File: src/rtl/dpram_param.sv
// Parameterised simple dual-port RAM: one write port, one read port, one clock.
// Byte enables, collision policy, post-reset clear, read-valid tagging, range errors.
module dpram_param #(
   parameter int unsigned DATA_WIDTH     = 8,
   parameter int unsigned DEPTH          = 16,
   parameter int unsigned ADDR_WIDTH     = 4,
   parameter int unsigned RD_LATENCY     = 1,
   parameter int unsigned COLLISION_MODE = 0,
   parameter int unsigned INIT_ON_RESET  = 1
) (
   input  logic                    clk,
   input  logic                    reset,
   input  logic                    we,
   input  logic [ADDR_WIDTH-1:0]   waddr,
   input  logic [DATA_WIDTH-1:0]   data_in,
   input  logic [DATA_WIDTH/8-1:0] wbe,
   input  logic                    re,
   input  logic [ADDR_WIDTH-1:0]   raddr,
   output logic [DATA_WIDTH-1:0]   data_out,
   output logic                    rvalid,
   output logic                    rd_err,
   output logic                    wr_err,
   output logic                    init_done
);
   localparam int unsigned NB                = DATA_WIDTH / 8;
   localparam logic [ADDR_WIDTH:0]   DEPTH_W   = (ADDR_WIDTH + 1)'(DEPTH);
   localparam logic [ADDR_WIDTH-1:0] LAST_ADDR = ADDR_WIDTH'(DEPTH - 1);

   if (DATA_WIDTH % 8 != 0) begin : g_bad_width
      $error("dpram_param: DATA_WIDTH must be a multiple of 8");
   end
   if ((2 ** ADDR_WIDTH) < DEPTH) begin : g_bad_addr
      $error("dpram_param: ADDR_WIDTH too small for DEPTH");
   end
   if (RD_LATENCY != 1 && RD_LATENCY != 2) begin : g_bad_lat
      $error("dpram_param: RD_LATENCY must be 1 or 2");
   end

   typedef enum logic [0:0] {
      ST_INIT,
      ST_RUN
   } state_e;

   localparam state_e RESET_STATE = (INIT_ON_RESET != 0) ? ST_INIT : ST_RUN;

   state_e                state_q,     state_d;
   logic [ADDR_WIDTH-1:0] clr_addr_q,  clr_addr_d;
   logic                  init_done_q, init_done_d;

   logic                  ready;
   logic                  wr_in_range, rd_in_range;
   logic                  wr_fire, wr_drop, rd_fire, collide;
   logic                  mem_we;
   logic [ADDR_WIDTH-1:0] mem_waddr;
   logic [DATA_WIDTH-1:0] mem_wdata;
   logic [NB-1:0]         mem_wbe;
   logic [DATA_WIDTH-1:0] rd_word;

   logic [DATA_WIDTH-1:0] mem_q [DEPTH];

   logic                  stg_valid, stg_err;
   logic [DATA_WIDTH-1:0] stg_data;

   logic [DATA_WIDTH-1:0] data_out_q, data_out_d;
   logic                  rvalid_q,   rvalid_d;
   logic                  rd_err_q,   rd_err_d;
   logic                  wr_err_q,   wr_err_d;

   // State register
   always_ff @(posedge clk) begin
      if (reset) begin
         state_q     <= RESET_STATE;
         clr_addr_q  <= '0;
         init_done_q <= 1'b0;
      end else begin
         state_q     <= state_d;
         clr_addr_q  <= clr_addr_d;
         init_done_q <= init_done_d;
      end
   end

   // Next-state logic
   always_comb begin
      state_d    = state_q;
      clr_addr_d = clr_addr_q;
      case (state_q)
         ST_INIT: begin
            clr_addr_d = clr_addr_q + ADDR_WIDTH'(1);
            if (clr_addr_q == LAST_ADDR) begin
               state_d    = ST_RUN;
               clr_addr_d = '0;
            end
         end
         ST_RUN: begin
            clr_addr_d = '0;
         end
         default: begin
            state_d = RESET_STATE;
         end
      endcase
   end

   // Output / datapath control
   always_comb begin
      init_done_d = (state_d == ST_RUN);
      ready       = init_done_q & ~reset;
      wr_in_range = ({1'b0, waddr} < DEPTH_W);
      rd_in_range = ({1'b0, raddr} < DEPTH_W);
      wr_fire     = ready & we & wr_in_range;
      wr_drop     = ready & we & ~wr_in_range;
      rd_fire     = ready & re;
      collide     = wr_fire & (waddr == raddr);

      mem_we    = 1'b0;
      mem_waddr = waddr;
      mem_wdata = data_in;
      mem_wbe   = wbe;
      if (state_q == ST_INIT && !reset) begin
         mem_we    = 1'b1;
         mem_waddr = clr_addr_q;
         mem_wdata = '0;
         mem_wbe   = '1;
      end else if (wr_fire) begin
         mem_we = 1'b1;
      end

      // Write-first merges the enabled incoming bytes over the stored word
      rd_word = '0;
      if (rd_in_range) begin
         rd_word = mem_q[raddr];
         if (COLLISION_MODE != 0 && collide) begin
            for (int unsigned i = 0; i < NB; i++) begin
               if (wbe[i]) begin
                  rd_word[8*i +: 8] = data_in[8*i +: 8];
               end
            end
         end
      end
   end

   always_ff @(posedge clk) begin
      if (mem_we) begin
         for (int unsigned i = 0; i < NB; i++) begin
            if (mem_wbe[i]) begin
               mem_q[mem_waddr][8*i +: 8] <= mem_wdata[8*i +: 8];
            end
         end
      end
   end

   // Read data is sampled at the request edge in both latencies so the
   // collision policy is identical; the extra stage only delays delivery.
   if (RD_LATENCY == 2) begin : g_lat2
      logic                  pipe_valid_q, pipe_err_q;
      logic [DATA_WIDTH-1:0] pipe_data_q;

      always_ff @(posedge clk) begin
         if (reset) begin
            pipe_valid_q <= 1'b0;
            pipe_err_q   <= 1'b0;
            pipe_data_q  <= '0;
         end else begin
            pipe_valid_q <= rd_fire;
            pipe_err_q   <= rd_fire & ~rd_in_range;
            pipe_data_q  <= rd_word;
         end
      end

      assign stg_valid = pipe_valid_q;
      assign stg_err   = pipe_err_q;
      assign stg_data  = pipe_data_q;
   end else begin : g_lat1
      assign stg_valid = rd_fire;
      assign stg_err   = rd_fire & ~rd_in_range;
      assign stg_data  = rd_word;
   end

   always_comb begin
      rvalid_d   = stg_valid;
      rd_err_d   = stg_valid & stg_err;
      data_out_d = stg_valid ? stg_data : data_out_q;
      wr_err_d   = wr_drop;
   end

   always_ff @(posedge clk) begin
      if (reset) begin
         data_out_q <= '0;
         rvalid_q   <= 1'b0;
         rd_err_q   <= 1'b0;
         wr_err_q   <= 1'b0;
      end else begin
         data_out_q <= data_out_d;
         rvalid_q   <= rvalid_d;
         rd_err_q   <= rd_err_d;
         wr_err_q   <= wr_err_d;
      end
   end

   assign data_out  = data_out_q;
   assign rvalid    = rvalid_q;
   assign rd_err    = rd_err_q;
   assign wr_err    = wr_err_q;
   assign init_done = init_done_q;

endmodule
File: config.mk
export PLATFORM = sky130hd
export DESIGN_NAME = dpram_param
export DESIGN_NICKNAME = d
export VERILOG_FILES = /design/src/rtl/dpram_param.sv
export SDC_FILE = /design/constraint.sdc
export NUM_CORES = 1
export LEC_CHECK = 0
export ABC_AREA = 1
export CAP_MARGIN = 20
export CORE_MARGIN = 2
export CORE_UTILIZATION = 50
export CTS_CLUSTER_SIZE = 20
export DETAILED_ROUTE_END_ITERATION = 8
export HOLD_SLACK_MARGIN = 0.05
export PLACE_DENSITY = 0.71
export SETUP_SLACK_MARGIN = 0.02
export SLEW_MARGIN = 20
export SYNTH_ARGS = -nofsm -noshare
export SYNTH_HDL_FRONTEND = slang
export SYNTH_SLANG_ARGS = --single-unit
File: constraint.sdc
create_clock -name clk -period 1.96 [get_ports clk]
set_clock_uncertainty 0.2 [all_clocks]
set_input_delay 0.392 -clock clk [delete_from_list [all_inputs] [get_ports clk]]
set_output_delay 0.392 -clock clk [all_outputs]
set_load 0.02 [all_outputs]
==> impl_metrics.ini, run 1 <==
[floorplan]
io_pins = 33
die_w_um = 112
placementRows = 39
fp.dieH_um = 112
core_area_mm2 = 0.0114
fp.dieArea_mm2 = 0.0126
start_util_pct = 51.4

[worst_hold_path]
hp-class = in -> reg
hold_depth = 3
whs_endpoint = init_done
min_from = reset

[placed_design]
placedCellCount = 728
portBuffers = 30
gp_congestion = 0.928
hpwlAfterDp_mm = 8.78

[detailed_routing]
vias = 4196
drtIter0Drc = 615
avgViaCountPerCell = 5.49
ant_nets = 0
drt-total-wl_mm = 14.1
drc = 0
wire_per_inst_um = 18.5
first_pass_iters = 5

[clock_network]
cts_tree = built
clockRootBuffer = clkbuf_16
clock-sinks = 142
cts.clk_slew.worst_paths_ns = 0.06
cts_buffers = 17
clkLatencyLatePin_ns = 0.42
clockBufferDepth = 2
h-tree-depth = 4

[global_route]
grt_pass1_wl_mm = 21.6
gr-total-overflow = 0
grt_max_degree = 65
grt_pass1_vias = 4087
grt_antenna_before_repair = 0
gr-usage-all-layers_pct = 23.2

[synth]
syn-cell-area_mm2 = 0.00586
postSynthCellCount = 539
ys_warn_count = 0
ys_seq_elements = 142
ys_seq_area_share_pct = 70.3
syn_area_per_cell_um2 = 10.9
post_synth_num_cell_types = 21

[critical_path]
slowest_stage = dfxtp_2
r2r_start = init_done
cpPeakStageDelay_ns = 0.35
setup.worst_path.end_class = flop
reg2reg_slack_ns = 0.04
startpoint_type = flop
crit_type = reg -> reg
cp.required_ns = 1.89
cp_data_arrival_time_ns = 1.85
cp_max_fo = 8
path_cells = nor2_4 -> buf_6 -> buf_4 -> nand2_2 -> o21ai_4 -> inv_2 -> nand2_4 -> buf_4 -> nor2_4 -> buf_6
r2r-end = mem_q[4][5]
rr_worst_depth = 10

[sta]
fin_crit_ns = 1.92
hold_violations = 0
slew_viol_final = 0
worstMarginPinSlew_ns = 0.513
grt_setup_unrepaired = yes
fmax_ghz = 0.521
slew_headroom_pct = 65.8
period_share_pct = 97.9
setup_viol = 0

[final_layout]
diodes = 0
final_cell_mix = 190 x nand2_1, 128 x edfxtp_1, 107 x nand3_1
layout.cells.non_filler = 764
nFillCells = 822
utilization_pct = 65.5
multi_input_comb_area_mm2 = 0.00166
nets = 630
drive_above_1_share_pct = 18.5
regArea_mm2 = 0.00413
final_common_cell = nand2_1
areaGrowthSynthToFinish_pct = 27.6

[power]
power.density_mw_per_mm2 = 961
vdd_ir_drop_max_mv = 0.637
total_leakage_power_nw = 2.98

[run_status]
status = finished, final reports clean

[job]
maxCapViolCount = 0
## cell type report
type                            instances  area share, %
Clock inverter                         15           2.27
Tap cell                              143           2.39
Inverter                               25           1.25
Clock buffer                           17           5.68
Timing Repair Buffer                   76           11.1
Sequential cell                       142           55.1
Multi-Input combinational cell        346           22.2
## per-stage QoR
stage               TNS [ns]  hold WS, ns  instance area [µm²]  setup WS (ns)  power, W
floorplan              -7.73        0.230                 5880        -0.0969   0.00373
global placement      -55.48        0.256                 6670         -0.485   0.00396
detailed placement    -62.56        0.259                 6670         -0.579   0.00397
CTS                   -0.140        0.230                 7320        -0.0220   0.00716
global route          -0.396        0.255                 7480        -0.0288   0.00741
finish                     0        0.240                 7480         0.0410   0.00719
## sequential cells by signal, indices dropped and copies added (netlist names)
signal	cells
mem_q	128
rvalid	1
init_done	1
data_out	8
clr_addr_q	4
## how the worst max path moves through the flow
stage | start | to | slack (ns) | cells past startpoint
floorplan | init_done | mem_q[12][0] | -0.1 | 4
global placement | reset | mem_q[8][0] | -0.48 | 7
detailed placement | reset | mem_q[8][4] | -0.58 | 7
CTS | init_done | mem_q[7][5] | -0.02 | 8
global route | init_done | mem_q[2][7] | -0.03 | 7
finish | init_done | mem_q[4][5] | 0.04 | 10
## worst max-delay path: cells and delay by family, from the launching register on
family / cells / cell delay, ns
AOI/OAI and AO/OA: 1 / 0.09
buffers and inverters: 5 / 0.67
DFF: 1 / 0.35
and+or+nand+nor: 4 / 0.32
## Yosys cell counts, drive strengths merged
library cell	number	share of area (%)
xor2	1	0.15
edfxtp	128	66
o21ai	4	0.47
nor3	1	0.085
a21oi	1	0.085
or2	1	0.11
ha	1	0.21
clkbuf	4	0.26
nand3	111	9.8
buf	23	2.4
nor2	29	2.0
dfxtp	14	4.8
conb	1	0.064
nand2	195	12
inv	25	1.6
## routing by layer
metal  wire length (µm)  vias up  part of all wire (%)  track usage [%]
li1                   -     1974                     -                -
met2               7020      209                    50             36.6
met4                364        0                   2.6             10.4
met3               1130       32                   8.0             7.07
met1               5620     1981                    40             29.7
met5                  0        -                     0                0
## power by group
part	total [W]	switching [W]	internal, W
logic	0.000598	0.000373	0.000224
registers	0.00338	0.0000178	0.00336
clock network	0.00322	0.00122	0.00199
total	0.00719	0.00162	0.00558
## cells by family after synthesis
group,Yosys count,share of synthesized area (%)
AND/OR/NAND/NOR,337,24.5
flip-flops,142,70.3
buffers and inverters,52,4.22
AO/OA/AOI/OAI,5,0.555
XOR/XNOR,1,0.149
adder cells (fa/ha/maj),1,0.213
other,1,0.0639
## timing repair
item	4_1_cts	5_1_grt
resized for setup	22	42
pin swaps	4	9
setup buffers	3	1
hold buffers	0	0
setup endpoints to repair	132	112
No activity file was read; power rests on OpenSTA's default activity.
==> run 2, diff against run 1 <==
CORE_UTILIZATION = 53   (was 50)
PLACE_DENSITY = 0.75   (was 0.71)
==> run 2 against run 1 <==
Compared with the run above: clock power about the same; core utilization increased by 1.5 points; maximum frequency increased by 2.0%; via count increased by 1.1%; sequential share of layout area increased by 1.7 points; critical path depth decreased by 8; register-to-register slack improved by 0.05 ns; power decreased by 0.63%; critical endpoint is now init_done.
==> impl_metrics.ini, run 2 (synthesized netlist as in run 1, its figures left out) <==
[critical_path]
reg2reg_slack_ns = 0.09
rr_worst_depth = 7
cpPeakStageDelay_ns = 0.37
cp_max_fo = 3
startpoint = init_done
path_cells = buf_4 -> clkdlybuf4s15_2
startpoint_type = flop
r2r_start = init_done
cp.required_ns = 1.37
crit_type = reg -> out
slowest_stage = dfxtp_2
setup.worst_path.end_class = output pin
r2r-end = mem_q[6][1]
cp_data_arrival_time_ns = 1.29

[worst_hold_path]
whs_endpoint = init_done
min_from = reset
hold_depth = 3
hp-class = in -> reg

[detailed_routing]
drc = 0
wire_per_inst_um = 18.4
vias = 4242
first_pass_iters = 5
ant_nets = 0
avgViaCountPerCell = 5.58
drtIter0Drc = 478
drt-total-wl_mm = 14.0

[clock_network]
cts.clk_slew.worst_paths_ns = 0.06
cts_buffers = 17
cts_tree = built
clockBufferDepth = 2
clock-sinks = 142
clockRootBuffer = clkbuf_8
clkLatencyLatePin_ns = 0.54
h-tree-depth = 4

[power]
combPwrFrac_pct = 7.6
total_leakage_power_nw = 2.92
intPower_w = 0.00551
pwr-share-seq_pct = 47.3
p_sw_share_pct = 22.8
power.density_mw_per_mm2 = 983
power.switching_w = 0.00163
power_frac_clock_pct = 45.1
vdd_ir_drop_max_mv = 0.646

[placed_design]
placedCellCount = 727
post_dp_cell_area_mm2 = 0.00667
dpl_worst_slack_ns = -0.473
hpwlAfterDp_mm = 8.77
portBuffers = 30
gp_congestion = 0.897

[global_route]
grt_pass1_wl_mm = 21.6
grt_pass1_vias = 4033
gr-usage-all-layers_pct = 25.5
grt_antenna_before_repair = 0
gr-total-overflow = 0
grt_max_degree = 65

[sta]
worstMarginPinSlew_ns = 0.601
holdWs_ns = 0.114
fin_crit_ns = 1.88
fmax_ghz = 0.531
grt_setup_unrepaired = no
slew_headroom_pct = 59.9
worst_slack_ns = 0.0780
period_share_pct = 96.0
setup_viol = 0
slew_viol_final = 0
hold_violations = 0

[floorplan]
core_area_mm2 = 0.0108
fp.dieArea_mm2 = 0.0119
placementRows = 38
die_w_um = 109
start_util_pct = 54.1
fp.dieH_um = 109
io_pins = 33

[final_layout]
diodes = 0
final_common_cell = nand2_1
final_cell_mix = 195 x nand2_1, 128 x edfxtp_1, 107 x nand3_1
layout.cells.non_filler = 760
drive_above_1_share_pct = 15.5
largest_reg_flops = 128
fin_area_mm2 = 0.00727
areaGrowthSynthToFinish_pct = 23.9
nFillCells = 797
nets = 629
largest_register = mem_q

[job]
maxCapViolCount = 0

[run_status]
status = finished, final reports clean
[run 2: changes by cell type in the layout (fill, tap and decap cells not counted), sizes merged]
cell,previous run,this run
dlygate4sd2,11,9
nor2,29,30
inv,26,30
clkinvlp,2,4
clkdlybuf4s15,0,1
dlymetal6s2s,0,1
buf,47,45
clkinv,9,3
[run 2: worst max-delay path, delay by kind of cell, from the launching register on]
kind	cells	cell delay (ns)
buffers and inverters	2	0.39
DFF	1	0.37
[run 2: worst max-delay path by stage]
stage | depth (start not counted) | to | slack, ns
6_report | 2 | init_done | 0.08
2_1_floorplan | 4 | mem_q[12][0] | -0.1
3_5_place_dp | 6 | mem_q[14][7] | -0.47
4_1_cts | 7 | mem_q[14][0] | 0.03
5_1_grt | 7 | mem_q[6][0] | 0.03
3_3_place_gp | 6 | mem_q[6][1] | -0.47
[run 2: power groups by stage]
stage,clock network [W],logic [W],registers (W)
finish,0.00323,0.000543,0.00338
global placement,0,0.000519,0.00344
floorplan,0,0.000293,0.00344
global route,0.00338,0.000591,0.00338
detailed placement,0,0.000533,0.00344
CTS,0.00326,0.000537,0.00338
[run 2: area by class of cell]
type | count | area (µm²) | share of cell area, %
Clock buffer | 17 | 414 | 5.70
Timing Repair Buffer | 74 | 756 | 10.4
Tap cell | 140 | 175 | 2.41
Multi-Input combinational cell | 347 | 1520 | 20.9
Clock inverter | 15 | 185 | 2.55
Sequential cell | 142 | 4130 | 56.8
Inverter | 25 | 93.8 | 1.29
[run 2: routing by layer]
layer,global-route usage [%],vias to the layer above,wire [µm]
met3,6.69,30,1170
met2,39.9,233,6740
met5,0,-,0
met1,34.6,2009,5770
met4,9.49,0,342
li1,-,1970,-
[run 2: what timing repair did]
item | CTS | global route
gates cloned | 0 | 1
setup buffers | 0 | 0
pin swaps | 0 | 2
setup endpoints to repair | 10 | 112
hold buffers | 0 | 0
gates resized for setup | 12 | 3
[run 2: through the flow]
stage / TNS, ns / total power [W] / utilization [%]
3_5_place_dp: -59.50 / 0.00397 / 61.5
6_report: 0 / 0.00715 / 67.0
4_1_cts: 0 / 0.00717 / 66.9
5_1_grt: 0 / 0.00735 / 67.0
3_3_place_gp: -54.47 / 0.00396 / 61.5
2_1_floorplan: -7.73 / 0.00373 / -
